===== src/rtl/tusca_tx_config.sv =====
`timescale 1ns/1ps
// tusca_tx_config: UART 8N1 frame sender for the TUSCA config link.
// Frame = HEADER, 5 limits (hi/lo), XOR checksum.
//
// Ports:
//   clock, reset    : system clock, sync active-high reset
//   enviar          : one-cycle send request (INICIAL only)
//   lim_temp1..4    : temperature limits, sampled on accept
//   lim_umidade     : humidity limit, sampled on accept
//   tx_serial       : UART line, idle high
//   ocupado         : frame in progress (accept .. pronto)
//   pronto          : one-cycle end-of-frame pulse
//   db_estado       : FSM state code
module tusca_tx_config #(
  parameter int          CLKS_PER_BIT = 434,
  parameter logic [7:0]  HEADER       = 8'h43
) (
  input  logic        clock,
  input  logic        reset,
  input  logic        enviar,
  input  logic [15:0] lim_temp1,
  input  logic [15:0] lim_temp2,
  input  logic [15:0] lim_temp3,
  input  logic [15:0] lim_temp4,
  input  logic [15:0] lim_umidade,
  output logic        tx_serial,
  output logic        ocupado,
  output logic        pronto,
  output logic [2:0]  db_estado
);

  localparam int CW =
    (CLKS_PER_BIT > 1) ? $clog2(CLKS_PER_BIT) : 1;
  localparam logic [CW-1:0] TICK_MAX =
    CW'(CLKS_PER_BIT - 1);
  localparam logic [3:0] LAST_BYTE = 4'd11;

  typedef enum logic [2:0] {
    INICIAL = 3'd0,
    CARREGA = 3'd1,
    START   = 3'd2,
    DADOS   = 3'd3,
    STOP    = 3'd4,
    FINAL   = 3'd5
  } state_t;

  state_t state;
  state_t state_nx;

  // Snapshot, MSB-first in frame order:
  // temp1, temp2, temp3, temp4, umidade.
  logic [79:0]   snap;
  logic [3:0]    byte_idx;
  logic [2:0]    bit_idx;
  logic [CW-1:0] tick;
  logic [7:0]    shreg;
  logic [7:0]    csum;
  logic [7:0]    byte_cur;
  logic          last_tick;
  logic          bit_phase;

  assign last_tick = (tick == TICK_MAX);

  assign bit_phase = (state == START) ||
                     (state == DADOS) ||
                     (state == STOP);

  always_comb begin
    csum = 8'h00;
    for (int k = 0; k < 10; k++) begin
      csum = csum ^ snap[k*8 +: 8];
    end
  end

  always_comb begin
    byte_cur = HEADER;
    unique case (byte_idx)
      4'd0:    byte_cur = HEADER;
      4'd1:    byte_cur = snap[79:72];
      4'd2:    byte_cur = snap[71:64];
      4'd3:    byte_cur = snap[63:56];
      4'd4:    byte_cur = snap[55:48];
      4'd5:    byte_cur = snap[47:40];
      4'd6:    byte_cur = snap[39:32];
      4'd7:    byte_cur = snap[31:24];
      4'd8:    byte_cur = snap[23:16];
      4'd9:    byte_cur = snap[15:8];
      4'd10:   byte_cur = snap[7:0];
      4'd11:   byte_cur = csum;
      default: byte_cur = HEADER;
    endcase
  end

  // State register
  always_ff @(posedge clock) begin
    if (reset) begin
      state <= INICIAL;
    end else begin
      state <= state_nx;
    end
  end

  // Next-state logic
  always_comb begin
    state_nx = state;
    unique case (state)
      INICIAL: begin
        if (enviar) state_nx = CARREGA;
      end
      CARREGA: state_nx = START;
      START: begin
        if (last_tick) state_nx = DADOS;
      end
      DADOS: begin
        if (last_tick && bit_idx == 3'd7)
          state_nx = STOP;
      end
      STOP: begin
        if (last_tick) begin
          if (byte_idx == LAST_BYTE)
            state_nx = FINAL;
          else
            state_nx = CARREGA;
        end
      end
      FINAL:   state_nx = INICIAL;
      default: state_nx = INICIAL;
    endcase
  end

  // Datapath: snapshot, byte/bit/tick counters,
  // shift register.
  always_ff @(posedge clock) begin
    if (reset) begin
      snap     <= '0;
      byte_idx <= '0;
      bit_idx  <= '0;
      tick     <= '0;
      shreg    <= '0;
    end else begin
      if (bit_phase) begin
        tick <= last_tick ? '0 : tick + CW'(1);
      end else begin
        tick <= '0;
      end

      if (state == INICIAL && enviar) begin
        snap <= {lim_temp1, lim_temp2,
                 lim_temp3, lim_temp4,
                 lim_umidade};
        byte_idx <= '0;
      end

      if (state == CARREGA) begin
        shreg   <= byte_cur;
        bit_idx <= '0;
      end

      if (state == DADOS && last_tick) begin
        shreg   <= {1'b0, shreg[7:1]};
        bit_idx <= bit_idx + 3'd1;
      end

      if (state == STOP && last_tick &&
          byte_idx != LAST_BYTE) begin
        byte_idx <= byte_idx + 4'd1;
      end
    end
  end

  // Outputs
  always_comb begin
    tx_serial = 1'b1;
    ocupado   = 1'b1;
    pronto    = 1'b0;
    unique case (state)
      INICIAL: ocupado   = 1'b0;
      CARREGA: tx_serial = 1'b1;
      START:   tx_serial = 1'b0;
      DADOS:   tx_serial = shreg[0];
      STOP:    tx_serial = 1'b1;
      FINAL:   pronto    = 1'b1;
      default: ocupado   = 1'b0;
    endcase
  end

  assign db_estado = state;

endmodule


===== config.mk =====
export PLATFORM = sky130hd
export DESIGN_NAME = tusca_tx_config
export DESIGN_NICKNAME = d
export VERILOG_FILES = /design/src/rtl/tusca_tx_config.sv
export SDC_FILE = /design/constraint.sdc
export NUM_CORES = 1
export LEC_CHECK = 0
export ABC_CLOCK_PERIOD_IN_PS = 2200
export BUFFER_PORTS_ARGS = -buffer_cell sky130_fd_sc_hd__buf_2
export CAP_MARGIN = 20
export CORE_UTILIZATION = 40
export CTS_CLUSTER_DIAMETER = 40
export DETAILED_ROUTE_END_ITERATION = 16
export PLACE_DENSITY_LB_ADDON = 0.3
export SYNTH_ARGS = -nofsm -noshare
export SYNTH_HDL_FRONTEND = slang
export SYNTH_SLANG_ARGS = --single-unit

===== constraint.sdc =====
create_clock -name clock -period 2.2 [get_ports clock]
set_input_delay 0.11 -clock clock [delete_from_list [all_inputs] [get_ports clock]]
set_output_delay 0.11 -clock clock [all_outputs]
set_load 0.02 [all_outputs]

After elaboration in Yosys (flattened, before gate mapping)
Cells that the tools add are included.

Bits in registers: 107. Input port bits: 83. Output and inout port bits: 6. Word-level logic and storage cells: 73.

$add $sub $neg: 3. Equal/unequal tests: 23. Multiplexer cells: 16. Bitwise operators: 10. Reduce and logical (&&, ||, !) cells: 14.

Operators by type and width (count): 8-bit case mux with 11 select lines (1); 8-bit bitwise XOR (9); 3-bit 2-to-1 mux (7); 4-bit by 3-bit equality test with 1-bit output (second input constant) (4); 4-bit equality test (second input constant) (4); 3-bit case mux with 5 select lines (1); 7-bit 2-to-1 mux (2); 9-bit by 1-bit adder with 9-bit output (second input constant) (1); 3-bit equality test (second input constant) (3); 9-bit equality test (second input constant) (1); 4-bit by 2-bit equality test with 1-bit output (second input constant) (2); 4-bit 2-to-1 mux (2); 3-bit by 2-bit equality test with 1-bit output (second input constant) (2); 2-bit != test (second input constant) (3); 1-bit logical AND (5); 5-bit OR reduction (1); 4-bit by 1-bit adder with 4-bit output (second input constant) (1); 4-bit by 1-bit equality test with 1-bit output (second input constant) (1); 4-bit != test (second input constant) (1); 4-bit AND reduction (1); 2-bit nonzero test (2); 3-bit by 1-bit adder with 3-bit output (second input constant) (1); 3-bit by 1-bit equality test with 1-bit output (second input constant) (1); 3-bit logical NOT (1); 7 further kinds (9).

Depth between registers and ports, before layout
Gate-level depths: netlist (run 1).

Depth after elaboration: 12. Gate-level depth with buffers: 9. Mapped depth without buffers: 7.

Least setup slack after synthesis (run 1)
OpenSTA, ideal clock, no wires.

Path kind: flip-flop to flip-flop. Start: reg state[0] (netlist: db_estado[0]). End: reg shreg[2]. Library setup time: 0.131 ns. Arrival time: 1.898 ns. Required time: 2.069 ns. Slack: 0.171 ns. Cell stages (with the launch flop): 8. Buffers on the path: 2. Cell sequence: dfxtp_1 -> clkbuf_1 -> or3b_2 -> clkbuf_1 -> nand2_1 -> a21oi_1 -> a2111oi_0 -> nor3_1.

Word-level cells in the longest chain between the ends: 3.

RTL lines: start: declaration (line 47) `state_t state;`; start signal: assignment (line 99) `state <= state_nx;`; 3-bit by 2-bit equality test with 1-bit output (line 159) `if (state == DADOS && last_tick) begin`; 1-bit logical AND (line 159); 7-bit 2-to-1 mux / 2-bit nonzero test (equally long branches); end signal: assignment (line 155) `shreg <= byte_cur;`; end signal: assignment (line 160) `shreg <= {1'b0, shreg[7:1]};`; end: declaration (line 56) `logic [7:0] shreg;`.

Several ways; a longest one is shown, not always the timed one. A chain may end at the register's enable or synchronous reset.

Worst setup path in the final report (run 1)
Start: reg byte_idx[2]. End: reg shreg[4].

Word-level cells in the longest chain between the ends: 4.

RTL lines: start: declaration (line 53) `logic [3:0] byte_idx;`; start signal: assignment (line 166) `byte_idx <= byte_idx + 4'd1;`; 4-bit equality test (tied with other cells) (line 77) `unique case (byte_idx)`; 8-bit case mux with 11 select lines * (line 77); 7-bit 2-to-1 mux * (line 154) `if (state == CARREGA) begin`; 7-bit 2-to-1 mux * (line 159).

Mark *: on every way between the ends. The rest lies on a longest branch, timed or not. The select of a mux whose other input is x is not followed.

==> results of run 1 <==
==> kinds of logic after synthesis <==
| family | Yosys count | share of synthesized area [%] |
|---|---|---|
| buffers and inverters | 57 | 4.18 |
| xor gates and xnor gates | 72 | 13.8 |
| adders and majority gates | 11 | 2.57 |
| DFF | 107 | 40.0 |
| and+or+nand+nor | 250 | 19.8 |
| AOI/OAI and AO/OA | 159 | 19.0 |
| muxes | 3 | 0.584 |
==> Yosys cell counts (all sizes together) (5+ instances only) <==
master  instances
xnor3           8
nor4            7
ha             11
clkbuf         41
xor2           18
xnor2          46
nor3            8
a22oi          11
buf             5
dfxtp         107
a21oi          95
a22o           22
inv            11
nor2           26
nand2         181
a211oi          6
a222oi         11
nand3           8
==> registers in the layout, indices dropped and copies added (netlist names) <==
register,count
snap,80
byte_idx,4
shreg,8
bit_idx,3
db_estado,3
tick,9
==> cell type report <==
type / instances / share of cell area [%]
inverter: 11 / 0.604
tap: 172 / 3.15
clock inverter: 3 / 0.348
timing repair buffer: 159 / 16.8
multi-input combinational: 495 / 44.1
clock buffer: 12 / 3.61
sequential: 107 / 31.3
==> timing repair <==
item,4_1_cts,5_1_grt
hold buffers,56,0
endpoints found under the setup margin,1,7
gates resized for setup,1,5
hold endpoints to repair,56,0
==> stage by stage <==
stage	area (µm²)	power, mW	setup slack [ns]	hold WS [ns]	std cells
final	6840	5.53	0.142	0.00701	959
after global routing	6840	5.82	0.0286	0.00531	959
after CTS	6820	5.55	0.0209	0.00115	959
after detailed placement	5980	3.99	0.0137	0.355	888
after global placement	5980	3.96	0.137	0.350	888
after floorplan	5350	3.55	0.171	0.246	659
==> worst max-delay path, cell delays in order (launching register included) <==
cell and delay [ns]:
dfxtp_1 0.33, inv_1 0.10, ha_1 0.38, a22o_1 0.29, a221o_1 0.33, a2111oi_1 0.41, nor3_1 0.09
==> path summary, 6_finish.rpt <==
kind / startpoint / endpoint / depth (start not counted)
min reg2reg: bit_idx[2]$_SDFFE_PP0P_ / bit_idx[2]$_SDFFE_PP0P_ / 2
max reg2reg: byte_idx[2]$_SDFFE_PP0P_ / shreg[4]$_SDFFE_PP0P_ / 6
min: lim_temp2[15] / snap[63]$_SDFFE_PP0P_ / 3
max: byte_idx[2]$_SDFFE_PP0P_ / shreg[4]$_SDFFE_PP0P_ / 6
==> where the power goes <==
part,switching [mW],internal [mW]
clock,0.697,0.797
sequential,0.258,2.16
combinational,0.824,0.800
==> metal layers <==
| metal | vias to the layer above | GRT usage [%] | wire length [µm] |
|---|---|---|---|
| li1 | 2506 | - | - |
| met1 | 2405 | 26.8 | 6300 |
| met2 | 185 | 37.4 | 7320 |
| met3 | 35 | 5.38 | 865 |
| met4 | 0 | 8.97 | 541 |
| met5 | - | 0 | 0 |
==> run metrics, run 1 <==
clock buffer count from CTS 9; Row Count 41; Period Utilization, post-route 93.5%; gr ovfl total 0; placeable core area 12,800 µm²; fin nets 877; critical path capture point type flip-flop; Post-synth EDFFs 0; Worst-path clk slew 0.07 ns; initial antenna violation count 0; first-pass GRT wire length 24,300 µm; layout cell share with drive strength beyond 1 16.5%; postcts setup bufs 0; Total Wirelength 15,000 µm; fmax 0.486 GHz; register area share after synthesis 40.0%; clk_lat worst skew 0.35 ns; worst-path fanout max 11; clock buffer depth 2; post-synth cell types 47; clk sinks 107; Final min period 2.06 ns; syn_nets 753; I/O pin total 89; DRT antenna net count 0; number of diodes 0; kind of critical path flip-flop to flip-flop; clock root buffer clkbuf_16; warnings from Yosys 0; Final Hold Viols 0; leakage 2.71 nW; #FFs+latches synth 107; Layout Utilization 53.3%; IO buf count 88; Power Density 809 nW/µm²; FF-to-FF setup slack 0.14 ns; most common cell after layout, fill and taps aside nand2_1; Syn Inst Count 659; DR pass1 iterations 8; Primary FF master, synth dfxtp_1; vias in the first global route 4,872; Worst Path Arrival 2.28 ns; initial core utilization 41.7%; synthesized area 5350 µm²; routed vias/inst 5.35; DR WL/cell 15.7 µm; gr usage total 22.1%; DR DRC count 0; synth top area cells dfxtp_1 40%, nand2_1 13%, a21oi_1 8.9%; setup TNS 0 ns; Mapped Avg Cell Area 8.12 µm²; Slew headroom 47.7%; DP Wirelength 10,500 µm; fillcell total 1,192; H-tree levels 3; Die ar. 13,800 µm²; Synth-to-Final Area Change 27.7%; DR vias 5,131; largest net degree at the start of global routing 99; Max VDD drop 0.000521 V; data required time at the worst endpoint 2.42 ns; Die Ht 118 µm; asr flop ratio synth 0%; startpoint types flip-flop; final slew viol count 0; initial DRC count 465; post-synth top area cell dfxtp_1; Hold Path Class input port to flip-flop; Die Width 118 µm; sequential cell area 2140 µm²; CTS tree yes; placer congestion estimate 0.961; RSZ-0062 raised after global routing false; area taken by multi-input logic gates 3020 µm²; leading cell types in the layout, fill and taps excluded 179 x nand2_1, 107 x dfxtp_1, 95 x a21oi_1; max-cap viol count 0; Worst Skew 0.00853 ns; Slew @ Worst Pin 0.785 ns; final setup fails 0; status completed; area share of the leading cell type in the synthesized netlist 40.0%
Note: power is estimated with default switching activity, not from simulation.
==> run 2, diff against run 1 <==
- CORE_UTILIZATION: 40 -> 50
- PLACE_DENSITY: default -> 0.81
- PLACE_DENSITY_LB_ADDON: 0.3 -> default
==> run metrics, run 2 (synthesis results as in run 1) <==
clock root buffer clkbuf_8; CTS tree yes; Power Density 756 nW/µm² (-6.6%); startpoint types flip-flop; initial core utilization 51.6% (+9.9 points); layout cell share with drive strength beyond 1 16.0% (-0.55 points); gr busiest metal met2; number of diodes 0 (unchanged); Die ar. 11,100 µm² (-20%); max-cap viol count 0 (unchanged); slowest library cell on the worst path dfxtp_1; Final Hold Viols 0 (unchanged); fmax 0.470 GHz (-3.2%); initial DRC count 590 (+27%); Slowest Stage Delay on Critical Path 0.38 ns (-0.03 ns); placeable core area 10,400 µm² (-19%); final instance area 6900 µm² (+0.90%); routed vias/inst 5.63 (+5.3%); Total Wirelength 15,900 µm (+5.5%); final setup fails 0 (unchanged); RSZ-0062 raised after global routing true; met3 usage 4.64% (-0.74 points); leading cell types in the layout, fill and taps excluded 179 x nand2_1, 107 x dfxtp_1, 95 x a21oi_1; clock buffer count from CTS 9 (unchanged); DR vias 5,316 (+3.6%); DR WL/cell 16.8 µm (+7.2%); Slew headroom 61.5% (+14 points); Worst Path Buf+Inv 2 (+1); clock buffer depth 2 (unchanged); Pwr Total 5.21 mW (-5.8%); met2 Usage GRT 50.7% (+13 points); Period Utilization, post-route 96.7% (+3.1 points); leading registers by flop count snap x80, tick x9, shreg x8; clk_lat worst skew 0.40 ns (+0.05 ns); H-tree levels 3 (unchanged); Row Count 37 (-9.8%); most common cell after layout, fill and taps aside nand2_1; Synth-to-Final Area Change 28.9%; final slew viol count 0 (unchanged); Die Width 105 µm (-10%); Slew @ Worst Pin 0.577 ns (-0.207 ns); placed instance area 5910 µm² (-1.1%); Final min period 2.13 ns (+0.0690 ns); Worst Skew 0.0103 ns (+0.00174 ns); final hold slack 0.0533 ns (+0.0463 ns); first-pass GRT wire length 25,700 µm (+5.9%); leakage 2.76 nW (+1.9%); I/O pin total 89 (unchanged); Max VDD drop 0.000598 V (+15%); gr usage total 29.8% (+7.6 points); Worst Path Arrival 2.41 ns (+0.13 ns); critical path capture point type flip-flop; clk sinks 107 (unchanged); gr ovfl total 0 (unchanged); Die Ht 105 µm (-10%); data required time at the worst endpoint 2.48 ns (+0.06 ns); Layout Utilization 66.5% (+13 points); status completed; DR pass1 iterations 6 (-2); Hold Path Class input port to flip-flop; initial antenna violation count 0 (unchanged); vias in the first global route 5,207 (+6.9%); met1 Resource Use GR 34.9% (+8.1 points); placer congestion estimate 0.997 (+3.7%); DP Wirelength 9960 µm (-5.5%); largest net degree at the start of global routing 99 (unchanged); DRT antenna net count 0 (unchanged); crit-path cells inv_1 -> buf_4 -> ha_1 -> a22oi_1 -> nor2_1 -> a221o_1 -> a2111oi_1 -> nor3_1; IO buf count 88 (unchanged); postcts setup bufs 0 (unchanged); CP delay by family, top compound AO/OA/AOI/OAI gates; Largest Register snap; worst-path fanout max 13 (+2); kind of critical path flip-flop to flip-flop; fin nets 897 (+2.3%); Worst-path clk slew 0.11 ns (+0.04 ns); max reg flops 80 (unchanged); DR DRC count 0 (unchanged)
==> run 2: cell types whose count changed in the layout (fill, tap and decap cells not counted), sizes merged <==
cell         before  now
buf             103  100
clkinvlp          2    0
inv              12   15
clkbuf           12    9
clkinv            0    3
dlygate4sd3      56   79
==> run 2: final timing paths <==
check             cells after the start                      from                      end  slack [ns]
setup / recovery                      8  byte_idx[0]$_SDFFE_PP0P_    shreg[4]$_SDFFE_PP0P_        0.07
setup reg to reg                      8  byte_idx[0]$_SDFFE_PP0P_    shreg[4]$_SDFFE_PP0P_        0.07
hold / removal                        3              lim_temp2[4]    snap[52]$_SDFFE_PP0P_        0.05
hold reg to reg                       2   bit_idx[2]$_SDFFE_PP0P_  bit_idx[2]$_SDFFE_PP0P_        0.49
==> run 2: cell type report <==
| class | count | area (µm²) |
|---|---|---|
| sequential | 107 | 2140 |
| clock inverter | 7 | 50.0 |
| fill | 787 | 3470 |
| tap | 136 | 170 |
| multi-input combinational | 495 | 3010 |
| clock buffer | 9 | 124 |
| inverter | 11 | 41.3 |
| timing repair buffer | 179 | 1360 |
==> run 2: metrics by stage <==
step           std cells  setup TNS [ns]  worst slack [ns]
2_1_floorplan        659               0             0.171
6_report             944               0            0.0730
4_1_cts              944               0            0.0836
3_5_place_dp         849               0            0.0988
5_1_grt              944         -0.0543           -0.0262
3_3_place_gp         849               0             0.166
==> run 2: worst min-delay path, cell delays in order <==
cell	delay, ns
buf_2	0.10
nand2_1	0.11
a21oi_1	0.09
==> run 2: timing repair <==
action | CTS | global route
setup endpoints to repair | 0 | 6
hold endpoints to repair | 79 | 0
gates resized for setup | 0 | 6
hold buffers | 79 | 0
==> run 2: power breakdown <==
part           total [mW]  switching [mW]  internal, mW
clock network        1.13           0.704         0.422
logic                1.66           0.833         0.832
registers            2.42           0.268          2.15
==> run 2: layer usage <==
metal  share of wire [%]  vias up  wire [µm]
li1                    -     2540          -
met1                  39     2468       6250
met2                  50      247       7880
met3                 5.2       61        831
met4                 5.6        0        888
met5                   0        -          0
==> run 3, diff against run 2 <==
==> constraint.sdc (replaced) <==
create_clock -name clock -period 2.2 [get_ports clock]
set_input_delay 0 -clock clock [delete_from_list [all_inputs] [get_ports clock]]
set_output_delay 0 -clock clock [all_outputs]
set_load 0.02 [all_outputs]
==> run metrics, run 3 (synthesis results as in run 1) <==
dpl ws 0.0422 ns (-0.0566 ns); critical path capture point type flip-flop; startpoint types flip-flop; fin nets 902 (+0.56%); Final Hold Viols 0 (unchanged); leakage 2.80 nW (+1.4%); Synth-to-Final Area Change 30.3%; Power Density 762 nW/µm² (+0.79%); Row Count 37 (unchanged); reg2reg start byte_idx[0]$_SDFFE_PP0P_; max reg flops 80 (unchanged); placer congestion estimate 0.987 (-1.0%); Total Wirelength 16,400 µm (+3.7%); Reg2Reg Depth 7 (-1); leading cell types in the layout, fill and taps excluded 179 x nand2_1, 106 x dfxtp_1, 95 x a21oi_1; clock buffer depth 2 (unchanged); FF-to-FF setup slack 0.11 ns (+0.04 ns); I/O pin total 89 (unchanged); placed instance area 5950 µm² (+0.59%); CTS tree yes; kind of critical path flip-flop to flip-flop; Worst Setup EP shreg[4]$_SDFFE_PP0P_; Final min period 2.09 ns (-0.0374 ns); DR DRC count 0 (unchanged); DR vias 5,431 (+2.2%); DP Wirelength 10,300 µm (+3.0%); status completed; RSZ-0062 raised after global routing false; Die Width 105 µm (unchanged); DR pass1 iterations 8 (+2); initial core utilization 51.6% (unchanged); Period Utilization, post-route 95.0% (-1.7 points); Die ar. 11,100 µm² (unchanged); setup ws final 0.110 ns (+0.0374 ns); max-cap viol count 0 (unchanged); Die Ht 105 µm (unchanged); DR WL/cell 17.3 µm (+3.2%); worst setup path start byte_idx[0]$_SDFFE_PP0P_; clk_lat worst skew 0.39 ns (about the same); clk sinks 107 (unchanged); setup TNS 0 ns (unchanged); largest net degree at the start of global routing 99 (unchanged); layout cell share with drive strength beyond 1 16.4% (+0.39 points); final hold slack 0.0826 ns (+0.0293 ns); initial DRC count 631 (+6.9%); gr usage total 30.3% (+0.48 points); clock buffer count from CTS 9 (unchanged); vias in the first global route 5,425 (+4.2%); fillcell total 775 (-1.5%); number of diodes 0 (unchanged); Finished Layout Cells 949 (+0.53%); Slew headroom 63.0% (+1.5 points); leading registers by flop count snap x80, tick x9, shreg x8; H-tree levels 3 (unchanged); Hold Path Class input port to flip-flop; Worst Skew 0.0104 ns (+0.000169 ns); Layout Utilization 67.3% (+0.74 points); first-pass GRT wire length 26,100 µm (+1.4%); Pwr Total 5.31 mW (+1.9%); routed vias/inst 5.72 (+1.6%); placeable core area 10,400 µm² (unchanged); data required time at the worst endpoint 2.47 ns (about the same); worst r2r dst shreg[4]$_SDFFE_PP0P_; worst-path fanout max 13 (unchanged); most common cell after layout, fill and taps aside nand2_1; Worst Path Arrival 2.36 ns (-0.05 ns); Largest Register snap; clock root buffer clkbuf_8; dpl cells 852 (+0.35%); final instance area 6970 µm² (+1.1%); fmax 0.479 GHz (+1.8%); initial antenna violation count 0 (unchanged); Worst-path clk slew 0.10 ns (about the same); final setup fails 0 (unchanged); Slew @ Worst Pin 0.556 ns (-0.0219 ns); Max VDD drop 0.000759 V (+27%); final slew viol count 0 (unchanged); IO buf count 88 (unchanged); DRT antenna net count 0 (unchanged); gr ovfl total 0 (unchanged)
## run 3: worst min path at each step
stage	start	to	slack (ns)	cells past startpoint
4_1_cts	enviar	db_estado[2]$_SDFFE_PP0P_	0.09	5
3_3_place_gp	lim_temp3[13]	snap[45]$_SDFFE_PP0P_	0.24	3
6_report	enviar	db_estado[2]$_SDFFE_PP0P_	0.08	5
2_1_floorplan	lim_umidade[11]	snap[11]$_SDFFE_PP0P_	0.14	2
3_5_place_dp	lim_temp4[1]	snap[17]$_SDFFE_PP0P_	0.25	3
5_1_grt	enviar	db_estado[2]$_SDFFE_PP0P_	0.12	5
## run 3: power by group
group / internal (mW) / leakage [nW] / switching, mW
sequential: 2.15 / 0.874 / 0.268
combinational: 0.839 / 1.83 / 0.837
clock: 0.530 / 0.101 / 0.684
## run 3: critical path, cell delays in order (launching register included)
cell and delay [ns]:
dfxtp_1 0.39, inv_1 0.12, ha_1 0.41, a22oi_1 0.27, nor2_1 0.06, a221o_1 0.26, a2111oi_1 0.37, nor3_1 0.10
## run 3: cell type report
class / instances / area [µm²] / share of cell area (%)
Inverter: 11 / 41.3 / 0.592
Tap cell: 136 / 170 / 2.44
Clock buffer: 10 / 128 / 1.83
Timing Repair Buffer: 184 / 1410 / 20.2
Sequential cell: 107 / 2140 / 30.7
Multi-Input combinational cell: 495 / 3020 / 43.3
Clock inverter: 6 / 62.6 / 0.897
## run 3: metal layers
layer | global-route usage (%) | routed length (µm) | part of all wire (%)
met4 | 18.2 | 933 | 5.7
met5 | 0 | 0 | 0
met2 | 52.6 | 8260 | 50
met1 | 34.0 | 6210 | 38
met3 | 6.12 | 1030 | 6.3
## run 3: repair_timing
action / 4_1_cts / 5_1_grt
resized for setup: 0 / 6
hold endpoints to repair: 80 / 0
setup buffers: 0 / 1
hold buffers: 80 / 0
endpoints found under the setup margin: 0 / 5
